### config.mk
export PLATFORM = sky130hd
export DESIGN_NAME = colour_sequence_engine
export DESIGN_NICKNAME = d
export VERILOG_FILES = /design/src/rtl/colour_sequence_engine_pkg.sv /design/src/rtl/colour_sequence_engine_lfsr.sv /design/src/rtl/colour_sequence_engine.sv
export SDC_FILE = /design/constraint.sdc
export NUM_CORES = 1
export LEC_CHECK = 0
export CAP_MARGIN = 20
export CORE_UTILIZATION = 32
export DETAILED_ROUTE_END_ITERATION = 10
export MAX_ROUTING_LAYER = met4
export REMOVE_ABC_BUFFERS = 1
export SETUP_SLACK_MARGIN = 0.2
export SKIP_LAST_GASP = 1
export SYNTH_ARGS = -nofsm -noshare
export SYNTH_HDL_FRONTEND = slang
export SYNTH_HIERARCHICAL = 1
export SYNTH_SLANG_ARGS = --single-unit
### constraint.sdc
create_clock -name clock -period 5 [get_ports clock]
set_clock_uncertainty 0.1 [all_clocks]
set_input_delay 0.75 -clock clock [delete_from_list [all_inputs] [get_ports clock]]
set_output_delay 0.75 -clock clock [all_outputs]
set_load 0.01 [all_outputs]
### src/rtl/colour_sequence_engine_pkg.sv
// Shared encodings for the colour sequence game core: FSM states, screen codes, LFSR rule.
package colour_sequence_engine_pkg;

  // FSM state encodings
  localparam logic [2:0] ST_IDLE      = 3'd0;
  localparam logic [2:0] ST_SHOW_ON   = 3'd1;
  localparam logic [2:0] ST_SHOW_GAP  = 3'd2;
  localparam logic [2:0] ST_INPUT     = 3'd3;
  localparam logic [2:0] ST_PRESS     = 3'd4;
  localparam logic [2:0] ST_LEVEL_WIN = 3'd5;
  localparam logic [2:0] ST_GAME_OVER = 3'd6;

  // Screen codes understood by the pixel mux
  localparam logic [1:0] SCR_COLOUR = 2'd0;
  localparam logic [1:0] SCR_INTRO  = 2'd1;
  localparam logic [1:0] SCR_LEVEL  = 2'd2;
  localparam logic [1:0] SCR_OVER   = 2'd3;

  localparam logic [15:0] LFSR_TAPS = 16'hB400;

  // One step of the right-shifting Galois LFSR
  function automatic logic [15:0] lfsr_next(input logic [15:0] s);
    return (s >> 1) ^ (s[0] ? LFSR_TAPS : 16'h0000);
  endfunction

endpackage

### src/rtl/colour_sequence_engine_lfsr.sv
// 16-bit Galois LFSR with synchronous load and step enable.
module galois_lfsr16
  import colour_sequence_engine_pkg::*;
#(
  parameter logic [15:0] SEED = 16'hACE1
) (
  input  logic        clock,
  input  logic        reset,
  input  logic        enable,
  input  logic        load,
  input  logic [15:0] load_value,
  output logic [15:0] q
);

  // Load has priority over stepping; reset returns to the seed
  always_ff @(posedge clock) begin
    if (reset) begin
      q <= SEED;
    end else if (load) begin
      q <= load_value;
    end else if (enable) begin
      q <= lfsr_next(q);
    end
  end

endmodule

### src/rtl/colour_sequence_engine.sv
// Simon-style game core: shows an LFSR-generated colour sequence, then checks keypresses.
module colour_sequence_engine
  import colour_sequence_engine_pkg::*;
#(
  parameter int unsigned NUM_KEYS       = 4,
  parameter int unsigned MAX_LEN        = 16,
  parameter int unsigned START_LEN      = 2,
  parameter int unsigned FLASH_CYCLES   = 25000000,
  parameter int unsigned GAP_CYCLES     = 5000000,
  parameter int unsigned TIMEOUT_CYCLES = 0,
  parameter int unsigned SCORE_MAX      = 99,
  parameter logic [15:0] LFSR_SEED      = 16'hACE1
) (
  input  logic                clock,
  input  logic                reset,
  input  logic [NUM_KEYS-1:0] key,
  output logic [NUM_KEYS-1:0] colour_onehot,
  output logic [1:0]          screen,
  output logic [7:0]          level,
  output logic [6:0]          score,
  output logic                showing
);

  localparam int unsigned KW     = NUM_KEYS;
  localparam int unsigned IDXW   = $clog2(NUM_KEYS);
  localparam int unsigned IW     = $clog2(MAX_LEN + 1);
  localparam int unsigned TMAX_A = (FLASH_CYCLES > GAP_CYCLES) ? FLASH_CYCLES : GAP_CYCLES;
  localparam int unsigned TMAX   = (TMAX_A > TIMEOUT_CYCLES) ? TMAX_A : TIMEOUT_CYCLES;
  localparam int unsigned TW     = $clog2(TMAX + 1);

  logic [2:0]    state, state_nxt;
  logic [2:0]    pending, pending_nxt;
  logic [IW-1:0] idx, idx_nxt;
  logic [TW-1:0] timer, timer_nxt;
  logic [15:0]   game_seed, seed_nxt;
  logic [KW-1:0] key_prev;
  logic [KW-1:0] colour_nxt;
  logic [1:0]    screen_nxt;
  logic [7:0]    level_nxt;
  logic [6:0]    score_nxt;
  logic          showing_nxt;
  logic [15:0]   free_q, replay_q;
  logic          rep_load, rep_step;
  logic          press;
  logic          last_entry;

  function automatic logic [KW-1:0] to_onehot(input logic [15:0] v);
    return KW'(1) << v[IDXW-1:0];
  endfunction

  galois_lfsr16 #(.SEED(LFSR_SEED)) u_free (
    .clock      (clock),
    .reset      (reset),
    .enable     (1'b1),
    .load       (1'b0),
    .load_value (16'h0000),
    .q          (free_q)
  );

  galois_lfsr16 #(.SEED(LFSR_SEED)) u_replay (
    .clock      (clock),
    .reset      (reset),
    .enable     (rep_step),
    .load       (rep_load),
    .load_value (game_seed),
    .q          (replay_q)
  );

  assign press      = (key != '0) && (key_prev == '0);
  assign last_entry = (8'(idx) + 8'd1) == level;

  // Next-state and next-output logic
  always_comb begin
    state_nxt   = state;
    pending_nxt = pending;
    idx_nxt     = idx;
    timer_nxt   = timer;
    seed_nxt    = game_seed;
    colour_nxt  = colour_onehot;
    screen_nxt  = screen;
    level_nxt   = level;
    score_nxt   = score;
    showing_nxt = showing;
    rep_load    = 1'b0;
    rep_step    = 1'b0;
    case (state)
      ST_IDLE: begin
        if (press) begin
          seed_nxt    = (free_q == 16'h0000) ? 16'h0001 : free_q;
          score_nxt   = '0;
          level_nxt   = 8'(START_LEN);
          pending_nxt = ST_SHOW_ON;
          state_nxt   = ST_PRESS;
        end
      end
      ST_PRESS: begin
        if (key == '0) begin
          state_nxt   = pending;
          colour_nxt  = '0;
          showing_nxt = 1'b0;
          timer_nxt   = '0;
          case (pending)
            ST_SHOW_ON: begin
              rep_load    = 1'b1;
              idx_nxt     = '0;
              colour_nxt  = to_onehot(game_seed);
              showing_nxt = 1'b1;
              screen_nxt  = SCR_COLOUR;
            end
            ST_INPUT:     screen_nxt = SCR_COLOUR;
            ST_LEVEL_WIN: screen_nxt = SCR_LEVEL;
            ST_GAME_OVER: screen_nxt = SCR_OVER;
            default:      screen_nxt = SCR_INTRO;
          endcase
        end
      end
      ST_SHOW_ON: begin
        if (timer == TW'(FLASH_CYCLES - 1)) begin
          timer_nxt  = '0;
          colour_nxt = '0;
          state_nxt  = ST_SHOW_GAP;
        end else begin
          timer_nxt = timer + TW'(1);
        end
      end
      ST_SHOW_GAP: begin
        if (timer == TW'(GAP_CYCLES - 1)) begin
          timer_nxt = '0;
          if (last_entry) begin
            rep_load    = 1'b1;
            idx_nxt     = '0;
            showing_nxt = 1'b0;
            state_nxt   = ST_INPUT;
          end else begin
            rep_step   = 1'b1;
            idx_nxt    = idx + IW'(1);
            colour_nxt = to_onehot(lfsr_next(replay_q));
            state_nxt  = ST_SHOW_ON;
          end
        end else begin
          timer_nxt = timer + TW'(1);
        end
      end
      ST_INPUT: begin
        if (press) begin
          timer_nxt  = '0;
          colour_nxt = key;
          state_nxt  = ST_PRESS;
          if (key == to_onehot(replay_q)) begin
            score_nxt   = (score == 7'(SCORE_MAX)) ? score : score + 7'd1;
            idx_nxt     = idx + IW'(1);
            rep_step    = 1'b1;
            pending_nxt = last_entry ? ST_LEVEL_WIN : ST_INPUT;
          end else begin
            pending_nxt = ST_GAME_OVER;
          end
        end else if ((TIMEOUT_CYCLES != 0) && (timer == TW'(TIMEOUT_CYCLES - 1))) begin
          timer_nxt  = '0;
          screen_nxt = SCR_OVER;
          state_nxt  = ST_GAME_OVER;
        end else if (TIMEOUT_CYCLES != 0) begin
          timer_nxt = timer + TW'(1);
        end
      end
      ST_LEVEL_WIN: begin
        if (press) begin
          state_nxt = ST_PRESS;
          if (level < 8'(MAX_LEN)) begin
            level_nxt   = level + 8'd1;
            pending_nxt = ST_SHOW_ON;
          end else begin
            pending_nxt = ST_IDLE;
          end
        end
      end
      ST_GAME_OVER: begin
        if (press) begin
          pending_nxt = ST_IDLE;
          state_nxt   = ST_PRESS;
        end
      end
      default: state_nxt = ST_IDLE;
    endcase
  end

  // State, datapath and output registers
  always_ff @(posedge clock) begin
    if (reset) begin
      state         <= ST_IDLE;
      pending       <= ST_IDLE;
      idx           <= '0;
      timer         <= '0;
      game_seed     <= LFSR_SEED;
      key_prev      <= '0;
      colour_onehot <= '0;
      screen        <= SCR_INTRO;
      level         <= 8'(START_LEN);
      score         <= '0;
      showing       <= 1'b0;
    end else begin
      state         <= state_nxt;
      pending       <= pending_nxt;
      idx           <= idx_nxt;
      timer         <= timer_nxt;
      game_seed     <= seed_nxt;
      key_prev      <= key;
      colour_onehot <= colour_nxt;
      screen        <= screen_nxt;
      level         <= level_nxt;
      score         <= score_nxt;
      showing       <= showing_nxt;
    end
  end

endmodule
-- After elaboration in Yosys (flattened, before gate mapping)
Cells that the tools add are included.
W data, S select, Z words.
- magnitude comparators: 1
- $add $sub $neg: 5
- shift-type cells: 3
- bitwise gates (word level): 2
- equal/unequal tests: 29
- muxes and demuxes: 62
- reduce and logical (&&, ||, !) cells: 25
- operators with widths (cell ; count):
    $mux W25 ; 4
    $pmux W25 S4 ; 1
    $mux W16 ; 5
    $xor A15 B16 Y16 ; 2
    $mux W3 ; 10
    $mux W5 ; 6
    $mux W7 ; 4
    $ne A2 B2 Y1 const B ; 13
    $add A25 B1 Y25 const B ; 1
    $eq A25 B23 Y1 const B ; 1
    $eq A25 B25 Y1 const B ; 1
    $mux W4 ; 6
    $mux W8 ; 3
    $pmux W3 S4 ; 2
    $logic_not A16 Y1 ; 1
    $pmux W4 S4 ; 1
    $pmux W8 S2 ; 1
    $eq A3 B3 Y1 const B ; 5
    $pmux W5 S3 ; 1
    $pmux W7 S2 ; 1
    $mux W1 ; 12
    $reduce_and A4 Y1 ; 3
    $reduce_and A6 Y1 ; 2
    $reduce_bool A4 Y1 ; 3
    other kinds (25) ; 38
- register bits after elaboration: 110

-- Longest topological paths before layout
Gate-level depths: netlist of the first run.
- depth after elaboration: 7
- gate-level depth with buffers: 10
- depth with buffers taken out: 8

-- Hierarchy
Netlist of the first run, hierarchy kept.
- by module, submodules not included (module ; cells an instance ; area each (um^2) ; times used):
    colour_sequence_engine ; 470 ; 3971.3 ; 1
    galois_lfsr16 ; 77 ; 795.8 ; 2

-- Least setup slack after synthesis of the first run
No wires, ideal clock.
- kind: input to register
- from: input key[0]
- to: register u_replay.q[10]
- stages on the path: 9
- data arrival time: 2.628 ns
- data required time: 4.770 ns
- slack: 2.143 ns
- buffers on the path: 4
- cells stage by stage: or4_1 -> nand2_1 -> clkbuf_1 -> clkbuf_1 -> o32ai_1 -> buf_6 -> buf_12 -> nor4_1 -> a211oi_1
- word-level cells in the longest chain between the ends: 5
- elaborated cells between the ends (all ways): 11
- those cells by class: 1 x eq/ne; 6 x mux; 4 x reduce/logical
- ends and longest elaborated chain (item ; line ; RTL):
    from (decl) ; colour_sequence_engine.sv:16 ; input logic [NUM_KEYS-1:0] key,
    $eq A4 B4 Y1 or $reduce_bool A4 Y1 (tied branches) ; colour_sequence_engine.sv:149, colour_sequence_engine.sv:69 ;
    $mux W1 or $logic_and A1 B1 Y1 (tied branches) ; colour_sequence_engine.sv:149, colour_sequence_engine.sv:69 ;
    $mux W1 * ; colour_sequence_engine.sv:145 ; if (press) begin
    $pmux W1 S2 * ; colour_sequence_engine.sv:86 ; case (state)
    named net rep_step ; colour_sequence_engine.sv:43 ; logic rep_load, rep_step;
    $reduce_bool A2 Y1 (no line) * ; - ;
    to (signal assigned) ; colour_sequence_engine_lfsr.sv:20 ; q <= load_value;
    to (signal assigned) ; colour_sequence_engine_lfsr.sv:22 ; q <= lfsr_next(q);
    to (decl) ; colour_sequence_engine_lfsr.sv:12 ; output logic [15:0] q
Mark *: on every way through the listed nets, which the timed path passes. The rest lies on a longest branch.
A chain may end at the register's enable or synchronous reset.

-- Worst setup path after layout of the first run
- from: input key[0]
- to: register u_replay.q[7]
The elaborated chain is that of the path after synthesis.

==> run metrics, run 1 <==
status=complete, no violations; synth top area cells=dfxtp_1, mux2i_1, xnor2_1; total grt overflow=0; Port-buffer cells=27; Worst-Skew Late Latency=0.35 ns; M2 GR Usage=27.4%; # Post-CTS Setup Buffers=0; reg-to-reg startpoint=timer[0]$_SDFFE_PP0P_; # resized after CTS=0; Final Hold Vio Count=0; Core Region=16800 µm²; CP required=5.13 ns; sequential share of power=45.1%; drt initial violations=334; CP Capture Type=register; vias per cell=5.32; crit path DAT=3.62 ns; CP max FO=11; initial antenna violation count=0; clock buffer depth=2; GP Congestion=0.889; Yosys top cell by area=dfxtp_1; area grow syn2layout=14.6%; max-cap violations=0; slew at the pin closest to its max-slew limit=1.00 ns; # IOs=28; clk root buf=clkbuf_16; Starting Density=33.2%; first-pass GRT wire length=23000 µm; sink of the worst hold path=screen[1]$_SDFFE_PP0P_; fin crit period=3.49 ns; CTS tree=yes; # hold bufs at CTS=0; Hold Crit Depth=2; post-synth cell types=68; max-slew violation count=0; Via Count=4685; area of the mapped netlist=5560 µm²; Worst R2R End=timer[24]$_SDFFE_PP0P_; Startpoint Class=input port; FF-to-FF setup slack=1.74 ns; number of global-route vias before repair=4615; HPWL after DPL=9870 µm; GRT Total Usage=16.5%; most instantiated cells after synthesis=dfxtp_1, nor2_1, nand2_1, a21oi_1, mux2i_1; Tcrit/Tclk final=69.9%; Die X=134 µm; TNS Setup=0 ns; Hold Crit Class=reg -> reg; Diodes inserted=0; drc violations=0; Slew HR=33.1%; top-count cell post-synth=dfxtp_1; Min Hold Slack=0.373 ns; post-synthesis sequential area ratio=39.6%; RSZ-0062 raised after global routing=no; most common flop cell mapped by yosys=dfxtp_1; cell count after synthesis=624; f_max=0.286 GHz; met1 GRT Util=20.2%; Die H=134 µm; Sw Pwr=0.000633 W; die area=17900 µm²; worst r2r path cells=6; Post-synth EDFFs=0; Leak=2.13 nW; clock-pin slew on the worst setup and hold paths=0.07 ns; layout cell share with drive strength beyond 1=6.06%; GR peak layer=met2; met3 Resource Use GR=3.51%; Max VDD drop=0.000187 V; total CTS buffers=9; pwr/cell area=342 nW/µm²; Synth Register Bits=110; WL final=13500 µm; Int Pwr=0.00154 W; H-tree depth=3; power share of the combinational group=17.6%; First-pass DRT Iterations=5; Crit Path Class=in -> reg; average size of a mapped cell=8.91 µm²; yosys warns=6; Nets=666; pin count of the biggest net entering global routing=44; Sw Share=29.1%; final number of setup-violating endpoints=0; clock share of power=37.3%; hold path startpoint=screen[1]$_SDFFE_PP0P_; Cell Rows=47; Async SR Flop Fraction=0%; routed len/inst=15.3 µm; clk sinks=110; antenna-violating nets left=0; Synth top area share=39.6%
==> per-layer routing <==
layer	vias to the layer above	part of all wire (%)	wire length, µm
met4	0	1.1	149
met2	86	49	6590
met3	13	3.5	475
li1	2347	-	-
met1	2239	47	6290
met5	-	0	0
==> cell usage in the layout, fill, tap and decap left out, types with 5 or more instances in the layout <==
| master | Yosys | layout |
|---|---|---|
| a21oi_1 | 39 | 39 |
| nor4b_1 | 5 | 5 |
| nor3_1 | 11 | 11 |
| o22a_1 | 7 | 7 |
| xor2_1 | 13 | 13 |
| clkdlybuf4s50_1 | 0 | 26 |
| o21ai_0 | 20 | 19 |
| nor2b_1 | 25 | 25 |
| nor3b_1 | 19 | 19 |
| buf_4 | 2 | 6 |
| or3_1 | 5 | 5 |
| mux2i_1 | 27 | 27 |
| nand2_1 | 41 | 41 |
| or4_1 | 10 | 10 |
| a211oi_1 | 20 | 20 |
| nand3_1 | 18 | 18 |
| nand4_1 | 12 | 12 |
| nand2b_1 | 6 | 6 |
| conb_1 | 2 | 21 |
| inv_1 | 9 | 9 |
| a22o_1 | 8 | 8 |
| clkbuf_16 | 0 | 9 |
| o31ai_1 | 11 | 11 |
| xnor2_1 | 25 | 25 |
| dfxtp_1 | 110 | 110 |
| nor2_1 | 58 | 58 |
| nor4_1 | 16 | 16 |
==> through the flow <==
stage	setup slack [ns]	area [µm²]	util, %	total power (W)	instances
2_1_floorplan	0.910	5430	-	0.00124	611
3_3_place_gp	1.23	6030	36.0	0.00137	864
3_5_place_dp	1.15	6040	36.0	0.00138	865
4_1_cts	1.53	6370	38.0	0.00219	880
5_1_grt	1.34	6370	38.0	0.00229	880
6_report	1.51	6370	38.0	0.00218	880
==> kinds of logic (layout without fill, tap and decap cells) <==
logic type               count (synthesis)  after routing  share of synthesized area [%]
buffers and inverters                   43             60                           4.34
adder cells (fa/ha/maj)                  4              4                          0.900
XOR/XNOR                                38             38                           5.98
other                                    2             21                          0.135
flip-flops                             110            110                           39.6
multiplexers                            30             30                           5.47
AO/OA/AOI/OAI                          144            144                           18.2
AND/OR/NAND/NOR                        253            253                           25.4
==> worst max-delay path, stage by stage <==
cell and delay, ns:
clkdlybuf4s50_1 0.58, or3b_1 0.42, a2111oi_4 0.31, a31oi_2 0.14, o32ai_2 0.85, buf_4 0.28
mux2i_1 0.20, a21oi_1 0.09
==> power by group through the flow <==
stage	Clock [W]	Combinational (W)	Sequential [W]
floorplan	0	0.000262	0.000982
global placement	0	0.000370	0.000999
detailed placement	0	0.000377	0.00100
CTS	0.000836	0.000379	0.000980
global route	0.000872	0.000424	0.000989
finish	0.000813	0.000383	0.000981
==> cell type report <==
type                    instances  area, µm²
fillers                      1690      10400
multi-input cells             490       3200
flip-flops and latches        110       2200
repair buffers                 34        322
well taps                     220        275
clock buffers                  10        229
clock inverters                 5        106
inverters                      11       41.3
==> flip-flops by register name (all words and copies together) (netlist names) <==
signal,cells
pending,3
timer,25
u_free/q,16
colour_onehot,4
screen,2
idx,5
game_seed,16
state,3
u_replay/q,16
level,8
showing,1
score,7
key_prev,4
==> worst max path at each step <==
stage	cells after the start	to	slack (ns)	from
2_1_floorplan	6	u_replay/q[13]$_SDFFE_PP1P_	0.91	key[1]
3_5_place_dp	8	u_replay/q[3]$_SDFFE_PP0P_	1.15	key[0]
3_3_place_gp	8	u_replay/q[5]$_SDFFE_PP1P_	1.23	key[0]
4_1_cts	8	u_replay/q[4]$_SDFFE_PP0P_	1.53	key[0]
6_report	8	u_replay/q[7]$_SDFFE_PP1P_	1.51	key[0]
5_1_grt	8	u_replay/q[4]$_SDFFE_PP0P_	1.34	key[0]
(Power assumes the default switching activity.)
==> inputs of run 2 (changes only) <==
==> constraint.sdc (replaced) <==
create_clock -name clock -period 3.35 [get_ports clock]
set_clock_uncertainty 0.1 [all_clocks]
set_input_delay 0.5025 -clock clock [delete_from_list [all_inputs] [get_ports clock]]
set_output_delay 0.5025 -clock clock [all_outputs]
set_load 0.01 [all_outputs]
==> run 2 against run 1 <==
Cell count grew 1.7%. Sequential power grew 49%. Sequential cell count is the same. Non-clock buffer count grew 14. Sequential share of layout area shrank 0.64 points. Clock power grew 49%.
==> run metrics, run 2 (same netlist as run 1, synthesis figures left out) <==
# resized after CTS=0; Die X=134 µm; worst r2r path cells=8; dpl cells=879; H-tree depth=3; Slew HR=51.8%; Worst-Skew Late Latency=0.36 ns; final number of setup-violating endpoints=0; max-cap violations=0; total CTS buffers=9; post-route core utilization=38.7%; initial antenna violation count=0; Crit Path Class=in -> reg; Hold Crit Depth=2; clock-pin slew on the worst setup and hold paths=0.07 ns; Worst path slowest cell=clkdlybuf4s50_1; Tcrit/Tclk final=85.6%; # IOs=28; First-pass DRT Iterations=5; RSZ-0062 raised after global routing=no; HPWL after DPL=10100 µm; f_max=0.349 GHz; WL final=13900 µm; commonest non-fill, non-tap cell in the layout=dfxtp_1; first-pass GRT wire length=23100 µm; vias per cell=5.34; Filler Cell Count=1734; Power Total=0.00328 W; drt initial violations=445; CP required=3.54 ns; Nets=680; GRT Total Usage=16.6%; pin count of the biggest net entering global routing=28; pwr/cell area=506 nW/µm²; max-slew violation count=0; layout cell share with drive strength beyond 1=8.30%; worst-path cell chain=clkdlybuf4s50_1, or3b_1, a2111oi_4, a31oi_2, o31a_1, or4_1, a21oi_1; Largest register FFs=25; Leak=2.21 nW; CTS tree=yes; Diodes inserted=0; Final Worst Setup Slack=0.481 ns; antenna-violating nets left=0; pre-CTS WS=0.111 ns; slew at the pin closest to its max-slew limit=0.718 ns; Final Hold Vio Count=0; TNS Setup=0 ns; # Post-CTS Setup Buffers=0; clk sinks=110; Startpoint Class=input port; Via Count=4777; multi-input gate area in the final layout=3200 µm²; die area=17900 µm²; routed len/inst=15.5 µm; drc violations=0; Seq. cell area=2200 µm²; clock buffer depth=2; crit path DAT=3.06 ns; Core Region=16800 µm²; # hold bufs at CTS=0; CP max FO=12; fin crit period=2.87 ns; most frequent cells in the layout=dfxtp_1, nor2_1, nand2_1; FF-to-FF setup slack=0.51 ns; status=complete, no violations; Port-buffer cells=27; Die H=134 µm; Layout Cells excl Fill=895; number of global-route vias before repair=4619; Biggest register=timer; clk root buf=clkbuf_16; CP Capture Type=register; slowest stage delay, CP=0.51 ns; Hold Crit Class=reg -> reg; total grt overflow=0; Starting Density=33.2%; Max VDD drop=0.000247 V; Cell Rows=47; area grow syn2layout=16.7%; GP Congestion=0.892
==> run 2: changes by cell type in the layout (fill, tap and decap cells not counted) <==
cell,before,now
inv_6,1,0
bufinv_16,3,2
buf_12,0,1
inv_8,0,1
buf_4,6,20
clkbuf_8,0,2
clkinv_4,0,2
clkbuf_1,1,0
clkinvlp_4,1,0
buf_6,1,0
==> run 2: critical path, delay by kind of cell <==
family	cells	cell delay, ns
buffers and inverters	1	0.51
AO/OA/AOI/OAI	4	1.10
AND/OR/NAND/NOR	2	0.93
==> run 2: cell type report <==
cell class	count	share of cell area (%)
multi-input cells	490	49.2
inverters	11	0.636
well taps	220	4.24
repair buffers	48	6.71
flip-flops and latches	110	33.9
clock inverters	5	1.37
clock buffers	11	3.89
==> run 2: metrics by stage <==
stage	area (µm²)	hold WS, ns
2_1_floorplan	5430	0.341
3_3_place_gp	6150	0.342
3_5_place_dp	6150	0.347
4_1_cts	6490	0.357
5_1_grt	6490	0.389
6_report	6490	0.352
==> run 2: path summary, 6_finish.rpt <==
kind                               start                    endpoint
setup / recovery                  key[1]       score[5]$_SDFFE_PP0P_
hold / removal    screen[1]$_SDFFE_PP0P_      screen[1]$_SDFFE_PP0P_
setup reg to reg  timer[13]$_SDFFE_PP0P_  u_replay/q[3]$_SDFFE_PP0P_
hold reg to reg   screen[1]$_SDFFE_PP0P_      screen[1]$_SDFFE_PP0P_
==> run 2: metal layers <==
| metal | GRT usage [%] | vias to the layer above | part of all wire [%] | routed length (µm) |
|---|---|---|---|---|
| li1 | - | 2373 | - | - |
| met1 | 20.5 | 2270 | 47 | 6500 |
| met2 | 26.1 | 99 | 47 | 6480 |
| met3 | 3.93 | 35 | 4.1 | 575 |
| met4 | 6.57 | 0 | 2.5 | 348 |
| met5 | - | - | 0 | 0 |
==> run 2: where the power goes <==
group	internal (W)	total [W]	leakage (nW)	switching (W)
clock network	0.000705	0.00121	0.168	0.000507
registers	0.00137	0.00146	0.894	0.0000877
logic	0.000228	0.000614	1.15	0.000385
==> inputs of run 3 (changes only) <==
--- a/config.mk
+++ b/config.mk
@@ -6,9 +6,10 @@
 export NUM_CORES = 1
 export LEC_CHECK = 0
 export CAP_MARGIN = 20
-export CORE_UTILIZATION = 32
+export CORE_UTILIZATION = 55
 export DETAILED_ROUTE_END_ITERATION = 10
 export MAX_ROUTING_LAYER = met4
+export PLACE_DENSITY_LB_ADDON = 0.25
 export REMOVE_ABC_BUFFERS = 1
 export SETUP_SLACK_MARGIN = 0.2
 export SKIP_LAST_GASP = 1
==> run 3 against run 2 <==
Design area is 4.8% lower. Die area fell by 41%. Fmax shrank 3.1%. Worst hold slack improved by 0.021 ns. Combinational power hardly changed. Via count grew 0.90%. Clock-buffer cell count stayed put. Core utilization up 25 points. Highest routed layer unchanged.
==> run metrics, run 3 (same netlist as run 1, synthesis figures left out) <==
Die X=103 µm; commonest non-fill, non-tap cell in the layout=dfxtp_1; # hold bufs at CTS=0; drt initial violations=313; reg-to-reg startpoint=timer[13]$_SDFFE_PP0P_; drc violations=0; Worst R2R End=u_replay/q[8]$_SDFFE_PP0P_; first-pass GRT wire length=22100 µm; total grt overflow=0; met3 routed WL=482 µm; sequential share of power=51.7%; FF-to-FF setup slack=0.39 ns; Crit Path Class=reg -> reg; clock buffer depth=2; Port-buffer cells=27; Max VDD drop=0.000266 V; sink of the worst hold path=screen[1]$_SDFFE_PP0P_; slowest stage delay, CP=0.51 ns; Tcrit/Tclk final=88.4%; Int Pwr=0.00189 W; metal2 WL=6560 µm; crit path DAT=3.17 ns; CP Capture Type=register; fin crit period=2.96 ns; WL final=13100 µm; Die H=103 µm; Hold Crit Depth=2; Starting Density=56.9%; Nets=675; clk sinks=110; Filler Cell Count=871; final number of setup-violating endpoints=0; power share of the combinational group=22.0%; HPWL after DPL=9340 µm; Sw Share=32.5%; hold path startpoint=screen[1]$_SDFFE_PP0P_; area grow syn2layout=11.1%; post-route core utilization=63.2%; # IOs=28; layout cell share with drive strength beyond 1=7.46%; status=complete, no violations; initial antenna violation count=0; slew at the pin closest to its max-slew limit=0.985 ns; vias per cell=6.00; pre-CTS WS=0.0638 ns; Largest register FFs=25; H-tree depth=3; Via Count=4820; worst-path cell chain=or4_1, or4_1, nor3_1, nand2_1, o21ai_1, buf_4, inv_1, a211oi_1; Leak=2.11 nW; clock share of power=26.3%; most frequent CP cell=or4_1; pwr/cell area=453 nW/µm²; CP bufs+invs=2; Final Worst Setup Slack=0.388 ns; Core Region=9770 µm²; Cell Rows=36; pin count of the biggest net entering global routing=29; Slew HR=33.8%; CP max FO=22; Hold Crit Class=reg -> reg; GP Congestion=0.942; Diodes inserted=0; # Post-CTS Setup Buffers=0; clock-pin slew on the worst setup and hold paths=0.10 ns; max-cap violations=0; CTS tree=yes; clk root buf=clkbuf_8; GRT Total Usage=27.5%; Startpoint Class=register; Sw Pwr=0.000911 W; M1 wire length=5790 µm; worst r2r path cells=8; total CTS buffers=9; number of global-route vias before repair=4517; most frequent cells in the layout=dfxtp_1, nor2_1, nand2_1; Worst-Skew Late Latency=0.39 ns; die area=10500 µm²; max-slew violation count=0; Final Hold Vio Count=0; RSZ-0062 raised after global routing=no; Worst path slowest cell=or4_1; # resized after CTS=0; uppermost layer routed=met4; delay-heaviest family, CP=simple AND/OR/NAND/NOR gates; antenna-violating nets left=0; f_max=0.338 GHz; CP required=3.55 ns; routed len/inst=16.3 µm; Biggest register=timer; First-pass DRT Iterations=5
run 3: power by group through the flow:
stage,clock network [W],logic (W),registers [W]
finish,0.000737,0.000616,0.00145
CTS,0.000753,0.000606,0.00145
floorplan,0,0.000391,0.00147
detailed placement,0,0.000603,0.00148
global route,0.000807,0.000677,0.00146
global placement,0,0.000587,0.00147
run 3: how the worst max path moves through the flow:
stage / start / to / slack (ns) / cells past startpoint
after floorplan: key[1] / u_replay/q[13]$_SDFFE_PP1P_ / -0.49 / 6
after global placement: key[1] / score[6]$_SDFFE_PP0P_ / 0.19 / 7
after detailed placement: key[1] / score[4]$_SDFFE_PP0P_ / 0.06 / 7
after CTS: timer[13]$_SDFFE_PP0P_ / u_replay/q[8]$_SDFFE_PP0P_ / 0.43 / 8
after global routing: timer[13]$_SDFFE_PP0P_ / u_replay/q[14]$_SDFFE_PP0P_ / 0.24 / 8
final: timer[13]$_SDFFE_PP0P_ / u_replay/q[8]$_SDFFE_PP0P_ / 0.39 / 8
run 3: area by class of cell:
type                    instances  area [µm²]  share of cell area [%]
multi-input cells             490        3200                    51.7
well taps                     133         166                    2.69
clock inverters                 5        35.0                   0.567
flip-flops and latches        110        2200                    35.6
repair buffers                 43         398                    6.44
clock buffers                  11         141                    2.29
inverters                      11        41.3                   0.668
run 3: per-layer routing:
metal  up-vias  GRT usage (%)
li1       2364              -
met3        19           4.68
met4         0           9.01
met1      2332           33.6
met5         -              -
met2       105           45.9
run 3: tightest hold or removal path: cells and delay by family (launching register included):
| family | cells | cell delay [ns] |
|---|---|---|
| compound gates | 1 | 0.05 |
| flops | 1 | 0.33 |
| simple gates | 1 | 0.05 |
run 3: metrics by stage:
stage	cell area, µm²	setup TNS, ns	hold slack [ns]	instances	power [W]
4_1_cts	6180	0	0.368	803	0.00281
3_5_place_dp	6010	0	0.353	787	0.00208
3_3_place_gp	6010	0	0.348	787	0.00206
2_1_floorplan	5430	-5.94	0.341	611	0.00186
6_report	6180	0	0.373	803	0.00280
5_1_grt	6180	0	0.387	803	0.00294
